$ cat src/rtl/gain_ctrl_pkg.sv
`default_nettype none
// ============================================================================
// Module      : gain_ctrl_pkg
// Description : Shared types, direction encodings and the one-hot gain decode
//               for the adaptive loop-gain controller.
// Revision    : 1.0 - initial release
// ============================================================================
package gain_ctrl_pkg;

  // Phase-detector / decision direction encoding
  localparam logic DIR_LAG  = 1'b0;
  localparam logic DIR_LEAD = 1'b1;

  // Widest gain index the decode helper supports; callers narrow the result
  localparam int MAX_ALPHA_W  = 8;
  localparam int MAX_LAMBDA_W = 2 ** MAX_ALPHA_W;

  // Lock tracking states
  typedef enum logic {
    LOCK_IDLE = 1'b0,
    LOCK_HELD = 1'b1
  } lock_state_t;

  // One-hot decode of a gain index: bit 'a' set, all others clear
  function automatic logic [MAX_LAMBDA_W-1:0] onehot_decode(input logic [MAX_ALPHA_W-1:0] a);
    logic [MAX_LAMBDA_W-1:0] r;
    r    = '0;
    r[a] = 1'b1;
    return r;
  endfunction

endpackage
`default_nettype wire

$ cat src/rtl/gain_window_vote.sv
`default_nettype none
// ============================================================================
// Module      : gain_window_vote
// Description : Counts enabled samples over a 2**WIN_LOG2 window, accumulates
//               lead samples and flags the majority vote at window end.
// Revision    : 1.0 - initial release
// ============================================================================
module gain_window_vote #(
  parameter int WIN_LOG2 = 4
) (
  input  logic clk,
  input  logic rst_n,
  input  logic clear,
  input  logic en,
  input  logic lead_lag,
  output logic win_end,
  output logic vote_lead,
  output logic vote_lag,
  output logic tie
);

  localparam int                ACC_W    = WIN_LOG2 + 1;
  localparam logic [WIN_LOG2-1:0] CNT_LAST = '1;
  localparam logic [ACC_W-1:0]  HALF     = ACC_W'(2 ** (WIN_LOG2 - 1));

  logic [WIN_LOG2-1:0] win_cnt;
  logic [ACC_W-1:0]    lead_acc;
  logic [ACC_W-1:0]    tot;

  // The closing sample is folded into the total so it counts toward the vote
  assign win_end   = en & (win_cnt == CNT_LAST);
  assign tot       = lead_acc + {{WIN_LOG2{1'b0}}, lead_lag};
  assign vote_lead = win_end & (tot > HALF);
  assign vote_lag  = win_end & (tot < HALF);
  assign tie       = win_end & (tot == HALF);

  // Window counter and lead accumulator; frozen while en is low
  always_ff @(posedge clk or negedge rst_n) begin
    if (!rst_n) begin
      win_cnt  <= '0;
      lead_acc <= '0;
    end else if (clear) begin
      win_cnt  <= '0;
      lead_acc <= '0;
    end else if (en) begin
      if (win_end) begin
        win_cnt  <= '0;
        lead_acc <= '0;
      end else begin
        win_cnt  <= win_cnt + 1'b1;
        lead_acc <= tot;
      end
    end
  end

endmodule
`default_nettype wire

$ cat src/rtl/adaptive_gain_ctrl.sv
`default_nettype none
// ============================================================================
// Module      : adaptive_gain_ctrl
// Description : Loop-gain controller for the DLL/ADPLL loop filter. Steps a
//               saturating gain index from windowed phase-detector votes and
//               tracks lock from direction reversals.
// Revision    : 1.0 - initial release
// ============================================================================
module adaptive_gain_ctrl
  import gain_ctrl_pkg::*;
#(
  parameter int WIN_LOG2   = 4,
  parameter int ALPHA_W    = 3,
  parameter int ALPHA_INIT = 7,
  parameter int LOCK_CNT   = 2,
  parameter int UNLOCK_CNT = 4
) (
  input  logic                    clk,
  input  logic                    rst_n,
  input  logic                    en,
  input  logic                    restart,
  input  logic                    lead_lag,
  output logic [(2**ALPHA_W)-1:0] lambda,
  output logic [ALPHA_W-1:0]      alpha,
  output logic                    lock,
  output logic                    dec_valid,
  output logic                    dec_lead
);

  localparam int                 LAMBDA_W  = 2 ** ALPHA_W;
  localparam int                 REV_W     = $clog2(LOCK_CNT + 1);
  localparam int                 SAME_W    = $clog2(UNLOCK_CNT + 1);
  localparam logic [ALPHA_W-1:0] ALPHA_MAX = '1;
  localparam logic [ALPHA_W-1:0] ALPHA_RST = ALPHA_W'(ALPHA_INIT);
  localparam logic [REV_W-1:0]   REV_SAT   = REV_W'(LOCK_CNT);
  localparam logic [SAME_W-1:0]  SAME_SAT  = SAME_W'(UNLOCK_CNT);

  logic win_end, vote_lead, vote_lag, tie;
  logic decide, dir;

  lock_state_t       state, state_nxt;
  logic [ALPHA_W-1:0] alpha_nxt;
  logic [REV_W-1:0]  rev_cnt, rev_nxt;
  logic [SAME_W-1:0] same_cnt, same_nxt;
  logic              last_dir_vld, vld_nxt;
  logic              dv_nxt, dl_nxt;

  gain_window_vote #(
    .WIN_LOG2 (WIN_LOG2)
  ) u_vote (
    .clk       (clk),
    .rst_n     (rst_n),
    .clear     (restart),
    .en        (en),
    .lead_lag  (lead_lag),
    .win_end   (win_end),
    .vote_lead (vote_lead),
    .vote_lag  (vote_lag),
    .tie       (tie)
  );

  // A tied window produces no decision and leaves all state untouched
  assign decide = win_end & ~tie & (vote_lead | vote_lag);
  assign dir    = vote_lead ? DIR_LEAD : DIR_LAG;

  assign lock   = (state == LOCK_HELD);
  assign lambda = LAMBDA_W'(onehot_decode(MAX_ALPHA_W'(alpha)));

  // Next-state: gain step, reversal/drift counters and lock transitions
  always_comb begin
    alpha_nxt = alpha;
    state_nxt = state;
    rev_nxt   = rev_cnt;
    same_nxt  = same_cnt;
    vld_nxt   = last_dir_vld;
    dv_nxt    = 1'b0;
    dl_nxt    = dec_lead;
    if (decide) begin
      dv_nxt = 1'b1;
      dl_nxt = dir;
      if (dir == DIR_LEAD) begin
        if (alpha != ALPHA_MAX) alpha_nxt = alpha + 1'b1;
      end else begin
        if (alpha != '0) alpha_nxt = alpha - 1'b1;
      end
      if (!last_dir_vld) begin
        // First decision only establishes a reference direction
        vld_nxt = 1'b1;
      end else if (dir != dec_lead) begin
        same_nxt = '0;
        if (rev_cnt != REV_SAT) rev_nxt = rev_cnt + 1'b1;
        if (int'(rev_cnt) + 1 >= LOCK_CNT) state_nxt = LOCK_HELD;
      end else begin
        rev_nxt = '0;
        if (same_cnt != SAME_SAT) same_nxt = same_cnt + 1'b1;
        if ((state == LOCK_HELD) && (int'(same_cnt) + 1 >= UNLOCK_CNT)) begin
          state_nxt = LOCK_IDLE;
          same_nxt  = '0;
        end
      end
    end
  end

  // State register; restart clears everything and discards this cycle's sample
  always_ff @(posedge clk or negedge rst_n) begin
    if (!rst_n) begin
      alpha        <= ALPHA_RST;
      state        <= LOCK_IDLE;
      rev_cnt      <= '0;
      same_cnt     <= '0;
      last_dir_vld <= 1'b0;
      dec_valid    <= 1'b0;
      dec_lead     <= 1'b0;
    end else if (restart) begin
      alpha        <= ALPHA_RST;
      state        <= LOCK_IDLE;
      rev_cnt      <= '0;
      same_cnt     <= '0;
      last_dir_vld <= 1'b0;
      dec_valid    <= 1'b0;
      dec_lead     <= 1'b0;
    end else begin
      alpha        <= alpha_nxt;
      state        <= state_nxt;
      rev_cnt      <= rev_nxt;
      same_cnt     <= same_nxt;
      last_dir_vld <= vld_nxt;
      dec_valid    <= dv_nxt;
      dec_lead     <= dl_nxt;
    end
  end

endmodule
`default_nettype wire

$ cat config.mk
export PLATFORM = sky130hd
export DESIGN_NAME = adaptive_gain_ctrl
export DESIGN_NICKNAME = d
export VERILOG_FILES = /design/src/rtl/gain_ctrl_pkg.sv /design/src/rtl/gain_window_vote.sv /design/src/rtl/adaptive_gain_ctrl.sv
export SDC_FILE = /design/constraint.sdc
export NUM_CORES = 1
export LEC_CHECK = 0
export CORE_UTILIZATION = 54
export CTS_CLUSTER_DIAMETER = 150
export DETAILED_ROUTE_END_ITERATION = 8
export HOLD_SLACK_MARGIN = 0.1
export PLACE_DENSITY = 0.78
export SLEW_MARGIN = 40
export SYNTH_ARGS = -nofsm -noshare
export SYNTH_HDL_FRONTEND = slang
export SYNTH_HIERARCHICAL = 1
export SYNTH_SLANG_ARGS = --single-unit
$ cat constraint.sdc
create_clock -name clk -period 3.35 [get_ports clk]
set_clock_uncertainty 0.15 [all_clocks]
set_input_delay 0.8375 -clock clk [delete_from_list [all_inputs] [get_ports clk]]
set_output_delay 0.8375 -clock clk [all_outputs]
set_load 0.01 [all_outputs]
==> flow_metrics.tcl, run 1 <==
set metrics [dict create \
    status "complete, no violations" \
    crit_chain "clkdlybuf4s50_1 > ha_1 > ha_1 > nor3_1 > a31oi_1 > o311a_1 > buf_4 > xor2_4 > o41ai_2 > a22o_2" \
    vias_per_cell 5.948 \
    synthMuxAreaShare_pct 1.455 \
    crit_top_cell "ha_1" \
    wirelength_met1_um 1393 \
    std_cell_rows 18 \
    reg2reg_slack_ns 0.72 \
    root_buffer "clkbuf_4" \
    drtAntennaViolNets 0 \
    clkLatencyLatePin_ns 0.31 \
    worstReg2RegStart "u_vote/lead_acc[0]$_DFFE_PN0P_" \
    ioPinCount 19 \
    fin_setup_tns_ns 0 \
    total_power_uw 468.8 \
    netlist_top_cells_count "18 x dfrtp_1, 11 x nand2_1, 11 x nor2_1, 11 x nor3_1, 10 x inv_1" \
    die_h_um 54.02 \
    grt_pass1_vias 1188 \
    synth_fa_ha_area_share_pct 7.363 \
    cts-hold-fix-buffers 0 \
    avgSynthCellArea_um2 9.678 \
    synthSimpleGateAreaFrac_pct 21.58 \
    numCtsBuffers 3 \
    top_layer "met4" \
    fillers 185 \
    path_buf_inv 2 \
    synthArstFlopShare_pct 100.0 \
    synth_xor_area_share_pct 5.993 \
    place.gp.congestion 0.8228 \
    start_util_pct 57.94 \
    setup_viol_count_final 0 \
    cpPeakStageDelay_ns 0.41 \
    cts_max_path_buffers 2 \
    period_needed_ns 3.186 \
    antenna_found_initial 0 \
    synth_top_area_share_pct 30.82 \
    internal-power_uw 341.6 \
    grt-ovfl-total 0 \
    post-route-drc-count 0 \
    syn2layout_area_growth_pct 22.17 \
    dieArea_um2 2918 \
    pwr-share-clk_pct 26.6 \
    pre_cts_slack_ns -0.1511 \
    die_x_um 54.02 \
    seq_power_share_pct 59.0 \
    synth.top_cells.by_area "dfrtp_1 31%, ha_1 6.0%, dfstp_2 5.4%, nor3_1 3.8%, nand2_1 2.8%" \
    grt_max_degree 22 \
    stdcell_area_um2 1785 \
    synth-seq-cells 21 \
    syn_inst 151 \
    rsz0062_at_grt "false" \
    worst_pin_slew_ns 0.4130 \
    synth_largest_area_cell "dfrtp_1" \
    reg2regPathDepth 9 \
    drt_wl_total_um 3005 \
    synth_area_um2 1461 \
    path_max_fanout 6 \
    pwr_density_cell_nw_per_um2 262.6 \
    synth.most_common_cell "dfrtp_1" \
    path_delay_family "compound AO/OA/AOI/OAI gates" \
    cap_violations 0 \
    max_freq_ghz 0.3139 \
    min_from "u_vote/lead_acc[0]$_DFFE_PN0P_" \
    wl_met3_um 72 \
    combPwrFrac_pct 14.4 \
    dp_hpwl_um 2323 \
    drt_first_pass_iters 4 \
    hold_end "u_vote/lead_acc[0]$_DFFE_PN0P_" \
    p_sw_uw 127.2 \
    fin_crit_sh_pct 95.10 \
    cts_tree "built" \
    ys_warn_count 6 \
    grt_pass1_wl_um 4974 \
    synth_top_family_by_area "compound AO/OA/AOI/OAI gates" \
    place_area_um2 1748 \
    reg2reg_to "same_cnt[0]$_DFFE_PN0P_" \
    maxSlewViolCount 0 \
    core_um2 2522 \
    leakage_uw 0.0007716 \
    holdPathStages 1 \
    synth_edf_count 0 \
    htree_num_levels 1 \
    relSlewSlack_pct 72.36 \
    max-vdd-ir-drop_v 0.0003230 \
    clk_pin_slew_worst_paths_ns 0.13 \
    crit_path_end_kind "register" \
    dr.first_iter.drc_count 23 \
    wl_met2_um 1515 \
    register_area_um2 529.3 \
    slowest_stage "clkdlybuf4s50_1" \
    critPathArrivalTime_ns 3.30 \
    grt_use_total_pct 23.44 \
    ys_seq_area_share_pct 36.22 \
    p_sw_share_pct 27.13 \
    crit_required_ns 3.47 \
    vias 1261 \
    layout_setup_ws_ns 0.1641 \
    multi_input_area_um2 860.8 \
    synth_fp_nets 164 \
    fin_nets 196 \
    hold_viol 0 \
    wl_per_cell_um 14.17 \
    synth_compound_area_share_pct 22.35 \
    critical_path_class "in2reg" \
    ys_types 55 \
    n_antenna_cell 0 \
    hold_class "reg2reg" \
    portBuffers 18 \
    ys.flop_type "dfrtp_1" \
    final_layout_size_suffix_gt1_share_pct 24.18 \
    cp-start-kind "input pin" \
    cts_sinks 21 \
]
## flip-flops by register name, indices dropped and copies added (netlist names)
name / cells
last_dir_vld: 1
dec_lead: 1
lock: 1
alpha: 3
dec_valid: 1
rev_cnt: 2
u_vote/win_cnt: 4
u_vote/lead_acc: 5
same_cnt: 3
## worst max path at each step
stage,start,endpoint,cells after the start
2_1_floorplan,lead_lag,alpha[2]$_DFFE_PN1P_,11
3_3_place_gp,lead_lag,same_cnt[0]$_DFFE_PN0P_,10
3_5_place_dp,lead_lag,same_cnt[0]$_DFFE_PN0P_,10
4_1_cts,lead_lag,alpha[2]$_DFFE_PN1P_,11
5_1_grt,lead_lag,alpha[2]$_DFFE_PN1P_,11
6_report,lead_lag,same_cnt[0]$_DFFE_PN0P_,10
## power by group through the flow
stage / Sequential, uW / Clock [uW] / Combinational, uW
floorplan: 279 / 0 / 41.0
global placement: 280 / 0 / 65.0
detailed placement: 281 / 0 / 67.1
CTS: 276 / 128 / 67.3
global route: 278 / 138 / 77.7
finish: 277 / 125 / 67.3
## worst reg2reg max path, cell delays in order, from the launching register on
cell	delay (ns)
dfrtp_1	0.40
ha_1	0.20
ha_1	0.24
nor3_1	0.19
a31oi_1	0.09
o311a_1	0.33
buf_4	0.18
xor2_4	0.20
o41ai_2	0.39
a22o_2	0.21
## per-layer routing
| metal | vias to the layer above | track usage (%) |
|---|---|---|
| li1 | 621 | - |
| met4 | 0 | 6.410 |
| met1 | 615 | 30.73 |
| met2 | 23 | 39.92 |
| met5 | - | 0 |
| met3 | 2 | 3.390 |
## area by class of cell
type / instances / share of cell area, %
clock buffers: 3 / 1.261
well taps: 30 / 2.102
inverters: 10 / 2.102
flip-flops and latches: 21 / 29.64
repair buffers: 33 / 16.40
clock inverters: 1 / 0.2803
multi-input cells: 114 / 48.21
## logic make-up after synthesis
kind of cell	count (synthesis)
simple gates	56
compound gates	41
flops	21
buf+inv	16
fa+ha+maj	8
xor+xnor	7
mux	2
## layout by cell type (no fill, tap or decap), types with 2 or more instances in the layout
cell             Yosys  final
o221ai_1             2      2
nor3_1              11     11
nand4_1              3      3
o21ai_0              4      4
and2b_2              2      2
buf_4                1     15
nand3_1              3      3
nor2_2               3      3
and3_4               2      2
and3_1               3      3
clkdlybuf4s50_1      0     18
dfrtp_1             18     18
ha_1                 7      7
clkbuf_4             0      3
a31oi_1              4      4
nand2_1             11     11
a21oi_1              7      7
inv_1               10     10
dfstp_2              3      3
a22o_1               4      4
nor2_1              11     11
o211ai_1             2      2
xnor2_1              4      4
## through the flow
step | hold WS, ns | instances | utilization [%]
6_report | 0.3778 | 212 | 70.78
2_1_floorplan | 0.3274 | 151 | -
3_3_place_gp | 0.3440 | 207 | 69.30
5_1_grt | 0.4155 | 212 | 70.78
3_5_place_dp | 0.3511 | 207 | 69.30
4_1_cts | 0.3827 | 211 | 70.39
## timing repair
item,4_1_cts,5_1_grt
gates resized for setup,0,1
endpoints found under the setup margin,0,1
buffers inserted,0,1
(Power assumes the default switching activity.)
==> run 2: changes to the inputs <==
--- a/config.mk
+++ b/config.mk
@@ -5,11 +5,11 @@
 export SDC_FILE = /design/constraint.sdc
 export NUM_CORES = 1
 export LEC_CHECK = 0
-export CORE_UTILIZATION = 54
+export CORE_UTILIZATION = 49
 export CTS_CLUSTER_DIAMETER = 150
 export DETAILED_ROUTE_END_ITERATION = 8
 export HOLD_SLACK_MARGIN = 0.1
-export PLACE_DENSITY = 0.78
+export PLACE_DENSITY = 0.75
 export SLEW_MARGIN = 40
 export SYNTH_ARGS = -nofsm -noshare
 export SYNTH_HDL_FRONTEND = slang
==> constraint.sdc (replaced) <==
create_clock -name clk -period 2.85 [get_ports clk]
set_clock_uncertainty 0.15 [all_clocks]
set_input_delay 0.7125 -clock clk [delete_from_list [all_inputs] [get_ports clk]]
set_output_delay 0.7125 -clock clk [all_outputs]
set_load 0.01 [all_outputs]
==> run 2 against run 1 <==
- wire length is 20% higher
- highest routed layer unchanged
- die area is 9.8% higher
- combinational power is 34% higher
==> flow_metrics.tcl, run 2 (synthesis gave the netlist of run 1 again) <==
set metrics [dict create \
    htree_num_levels 1 \
    post-route-drc-count 0 \
    p_sw_share_pct 27.73 \
    maxSlewViolCount 0 \
    cpPeakStageDelay_ns 0.39 \
    vias 1354 \
    cap_violations 0 \
    crit_path_end_kind "register" \
    cp-start-kind "input pin" \
    critPathArrivalTime_ns 2.85 \
    crit_chain "clkdlybuf4s15_1 > ha_2 > ha_4 > nor3_1 > a31oi_1 > buf_4 > nor4b_2 > nand2b_4 > o31ai_4 > and3_4 > a32o_2" \
    final_layout_size_suffix_gt1_share_pct 32.99 \
    pre_cts_slack_ns -0.5444 \
    path_max_fanout 3 \
    leakage_uw 0.0008262 \
    p_sw_uw 156.9 \
    syn2layout_area_growth_pct 33.48 \
    fin_crit_sh_pct 98.03 \
    clk_pin_slew_worst_paths_ns 0.12 \
    cts_tree "built" \
    grt_use_total_pct 23.84 \
    dieArea_um2 3205 \
    grt_pass1_wl_um 5954 \
    drt_wl_total_um 3600 \
    rsz0062_at_grt "true" \
    grt-ovfl-total 0 \
    largest_reg_flops 5 \
    layout_common_cells "26 x buf_4, 18 x dfrtp_1, 17 x clkdlybuf4s50_1, 11 x nor3_1, 11 x nand2_1" \
    relSlewSlack_pct 56.14 \
    hold_viol 0 \
    core_um2 2781 \
    layout_setup_ws_ns 0.05625 \
    grt_max_degree 17 \
    root_buffer "clkbuf_4" \
    die_h_um 56.61 \
    max-vdd-ir-drop_v 0.0002672 \
    start_util_pct 52.54 \
    reg.largest.list "u_vote/lead_acc (5), u_vote/win_cnt (4)" \
    ioPinCount 19 \
    place.gp.congestion 0.8476 \
    slowest_stage "nor4b_2" \
    setup_viol_count_final 0 \
    combPwrFrac_pct 15.9 \
    max_freq_ghz 0.3579 \
    status "complete, no violations" \
    hold_class "reg2reg" \
    fin_nets 208 \
    total_power_uw 565.7 \
    pwr_density_cell_nw_per_um2 290.0 \
    cts_sinks 21 \
    n_antenna_cell 0 \
    drtAntennaViolNets 0 \
    antenna_found_initial 0 \
    period_needed_ns 2.794 \
    portBuffers 18 \
    pwr-share-clk_pct 26.3 \
    seq_power_share_pct 57.8 \
    cts_max_path_buffers 2 \
    drt_first_pass_iters 4 \
    dp_hpwl_um 2615 \
    crit_required_ns 2.91 \
    wl_per_cell_um 16.00 \
    regMostFlops "u_vote/lead_acc" \
    grt_pass1_vias 1373 \
    std_cell_rows 19 \
    critical_path_class "in2reg" \
    worst_pin_slew_ns 0.6559 \
    vias_per_cell 6.018 \
    cts-hold-fix-buffers 0 \
    die_x_um 56.61 \
    dr.first_iter.drc_count 61 \
    internal-power_uw 408.8 \
    numCtsBuffers 3 \
    clkLatencyLatePin_ns 0.30 \
    final_common_cell "buf_4" \
]
==> run 2: path summary, 6_finish.rpt <==
check | startpoint | to | slack (ns) | cells after the start
setup reg to reg | u_vote/lead_acc[0]$_DFFE_PN0P_ | same_cnt[1]$_DFFE_PN0P_ | 0.21 | 10
max in group asynchronous | rst_n | u_vote/win_cnt[0]$_DFFE_PN0P_ | 1.33 | 2
setup / recovery | lead_lag | same_cnt[1]$_DFFE_PN0P_ | 0.06 | 11
hold reg to reg | u_vote/win_cnt[1]$_DFFE_PN0P_ | u_vote/win_cnt[1]$_DFFE_PN0P_ | 0.42 | 2
min in group asynchronous | rst_n | u_vote/win_cnt[1]$_DFFE_PN0P_ | 0.64 | 1
hold / removal | u_vote/win_cnt[1]$_DFFE_PN0P_ | u_vote/win_cnt[1]$_DFFE_PN0P_ | 0.42 | 2
==> run 2: cell type report <==
cell class / instances / area, um^2
fillers: 222 / 830.8
inverters: 10 / 37.54
well taps: 31 / 38.79
clock buffers: 4 / 26.28
flip-flops and latches: 21 / 529.3
multi-input cells: 114 / 932.1
repair buffers: 45 / 386.6
==> run 2: what timing repair did <==
action | 4_1_cts | 5_1_grt
cloned | 0 | 0
endpoints found under the setup margin | 12 | 10
resized for setup | 8 | 5
pin swaps | 5 | 1
buffers inserted | 2 | 3
==> run 2: power by group through the flow <==
stage	sequential (uW)	clock (uW)	combinational [uW]
6_report	327	149	89.9
2_1_floorplan	327	0	48.3
5_1_grt	330	166	98.6
3_5_place_dp	332	0	85.6
4_1_cts	326	152	88.8
3_3_place_gp	330	0	77.3
==> run 2: metrics by stage <==
step / util (%) / instance area, um^2 / hold WS [ns] / TNS (ns) / cells
after global placement: 65.23 / 1814 / 0.3599 / -4.309 / 216
after CTS: 68.15 / 1896 / 0.4247 / 0 / 222
final: 70.13 / 1951 / 0.4196 / 0 / 225
after detailed placement: 65.23 / 1814 / 0.3961 / -5.356 / 216
after floorplan: - / 1466 / 0.2669 / 0 / 151
after global routing: 70.13 / 1951 / 0.4676 / -0.1385 / 225
==> run 2: worst max-delay path: cells and delay by family <==
kind / cells / cell delay [ns]
adder cells (fa/ha/maj): 2 / 0.38
buffers and inverters: 2 / 0.34
AND/OR/NAND/NOR: 4 / 1.01
AO/OA/AOI/OAI: 3 / 0.42
==> run 2: routing by layer <==
| layer | global-route usage [%] | wire, um | up-vias |
|---|---|---|---|
| li1 | - | - | 650 |
| met2 | 41.34 | 1895 | 56 |
| met3 | 2.995 | 198 | 6 |
| met5 | 0 | 0 | - |
| met1 | 29.48 | 1460 | 642 |
| met4 | 10.45 | 46 | 0 |
==> run 3: changes to the inputs <==
--- a/config.mk
+++ b/config.mk
@@ -5,6 +5,7 @@
 export SDC_FILE = /design/constraint.sdc
 export NUM_CORES = 1
 export LEC_CHECK = 0
+export CORE_ASPECT_RATIO = 0.75
 export CORE_UTILIZATION = 49
 export CTS_CLUSTER_DIAMETER = 150
 export DETAILED_ROUTE_END_ITERATION = 8
==> run 3 against run 2 <==
- first-iteration DRC count grew to 2.9 times the previous value
- die area hardly changed
- final cell count is 0.44% higher
- utilization is 2.1 points higher
- sequential share of layout area is 0.21 points lower
- non-clock buffer count is 4 lower
- worst hold slack worse by 0.038 ns
- combinational power is 0.4% lower
- fmax is 0.93% higher
- via count is 0.15% higher
- critical endpoint is now same_cnt[0]$_DFFE_PN0P_
- largest power group unchanged
==> flow_metrics.tcl, run 3 (synthesis gave the netlist of run 1 again) <==
set metrics [dict create \
    status "complete, no violations" \
    fillers 205 \
    die_x_um 65.06 \
    total_power_uw 629.3 \
    final_common_cell "buf_4" \
    critPathArrivalTime_ns 2.79 \
    grt_pass1_vias 1343 \
    reg.largest.list "u_vote/lead_acc (5), u_vote/win_cnt (4)" \
    whs_ns 0.3820 \
    htree_num_levels 1 \
    dp_hpwl_um 2518 \
    std_cell_rows 16 \
    max_freq_ghz 0.3613 \
    crit_path_end_kind "register" \
    portBuffers 18 \
    grt-ovfl-total 0 \
    pwr_density_cell_nw_per_um2 320.1 \
    numCtsBuffers 3 \
    vias_per_cell 6.000 \
    maxSlewViolCount 0 \
    hold_class "reg2reg" \
    setup_viol_count_final 0 \
    grt_max_degree 22 \
    max-vdd-ir-drop_v 0.0003520 \
    cts_max_path_buffers 2 \
    fin_crit_sh_pct 97.12 \
    cts-hold-fix-buffers 0 \
    wl_per_cell_um 16.19 \
    hold_viol 0 \
    dieArea_um2 3207 \
    drt_first_pass_iters 4 \
    vias 1356 \
    worst_pin_slew_ns 0.4197 \
    path_max_fanout 5 \
    grt_use_total_pct 25.61 \
    regMostFlops "u_vote/lead_acc" \
    clk_pin_slew_worst_paths_ns 0.08 \
    utilization_pct 72.20 \
    core_um2 2723 \
    cts_tree "built" \
    leakage_uw 0.0008199 \
    layout_common_cells "22 x buf_4, 18 x dfrtp_1, 17 x clkdlybuf4s50_1, 11 x nand2_1" \
    final_layout_size_suffix_gt1_share_pct 34.74 \
    dr.first_iter.drc_count 178 \
    period_needed_ns 2.768 \
    cts_sinks 21 \
    root_buffer "clkbuf_8" \
    fin_nets 204 \
    post-route-drc-count 0 \
    clkLatencyLatePin_ns 0.27 \
    syn2layout_area_growth_pct 34.50 \
    dp.cells 219 \
    cp-start-kind "input pin" \
    ioPinCount 19 \
    crit_required_ns 2.87 \
    die_h_um 49.30 \
    stdcell_count 226 \
    grt_pass1_wl_um 6279 \
    drt_wl_total_um 3658 \
    place.gp.congestion 0.8977 \
    start_util_pct 53.68 \
    fin_setup_tns_ns 0 \
    n_antenna_cell 0 \
    critical_path_class "in2reg" \
    largest_reg_flops 5 \
    cap_violations 0 \
    drtAntennaViolNets 0 \
    antenna_found_initial 0 \
    relSlewSlack_pct 71.92 \
]
## run 3: changes by cell type in the layout (fill, tap and decap cells not counted), sizes merged
cell / delta
buf: -4
clkdlybuf4s15: -1
clkinvlp: +1
## run 3: path summary, 6_finish.rpt
kind | depth (start not counted) | to | slack, ns | startpoint
max | 11 | same_cnt[0]$_DFFE_PN0P_ | 0.08 | lead_lag
min | 1 | u_vote/lead_acc[0]$_DFFE_PN0P_ | 0.38 | u_vote/lead_acc[0]$_DFFE_PN0P_
max reg2reg | 10 | same_cnt[0]$_DFFE_PN0P_ | 0.20 | u_vote/lead_acc[0]$_DFFE_PN0P_
min reg2reg | 1 | u_vote/lead_acc[0]$_DFFE_PN0P_ | 0.38 | u_vote/lead_acc[0]$_DFFE_PN0P_
max in group asynchronous | 2 | alpha[1]$_DFFE_PN1P_ | 1.65 | rst_n
min in group asynchronous | 2 | u_vote/win_cnt[0]$_DFFE_PN0P_ | 0.63 | rst_n
## run 3: what timing repair did
action / CTS / global route
buffers inserted: 1 / 2
endpoints found under the setup margin: 12 / 10
pin swaps: 6 / 12
resized for setup: 11 / 9
## run 3: report_power, final
group / switching [uW] / internal, uW
sequential: 16.4 / 310
combinational: 45.0 / 44.6
clock: 114 / 99.3
## run 3: cell type report
| cell class | count | area [um^2] | area share (%) |
|---|---|---|---|
| timing repair buffer | 41 | 351.6 | 17.89 |
| clock inverter | 1 | 7.507 | 0.3819 |
| tap | 36 | 45.04 | 2.292 |
| clock buffer | 3 | 41.29 | 2.101 |
| multi-input combinational | 114 | 953.4 | 48.50 |
| inverter | 10 | 37.54 | 1.910 |
| sequential | 21 | 529.3 | 26.93 |
## run 3: worst max-delay path, stage by stage
cell,delay (ns)
clkbuf_2,0.08
ha_2,0.20
ha_4,0.19
xnor2_2,0.14
a31oi_2,0.24
o311a_1,0.29
buf_6,0.17
nor2_4,0.05
o31ai_4,0.29
o41ai_4,0.14
a22o_2,0.28
## run 3: through the flow
| step | area (um^2) | setup WS (ns) |
|---|---|---|
| after CTS | 1921 | 0.006096 |
| final | 1966 | 0.08204 |
| after floorplan | 1466 | 0.004302 |
| after global routing | 1966 | -0.01204 |
| after detailed placement | 1805 | -0.5585 |
| after global placement | 1805 | -0.4416 |
## run 3: layer usage
metal / track usage (%) / vias up / part of all wire, %
met3: 7.009 / 6 / 7.1
met1: 31.81 / 656 / 41
met5: 0 / - / 0
met4: 7.609 / 0 / 1.6
li1: - / 638 / -
met2: 43.23 / 56 / 50
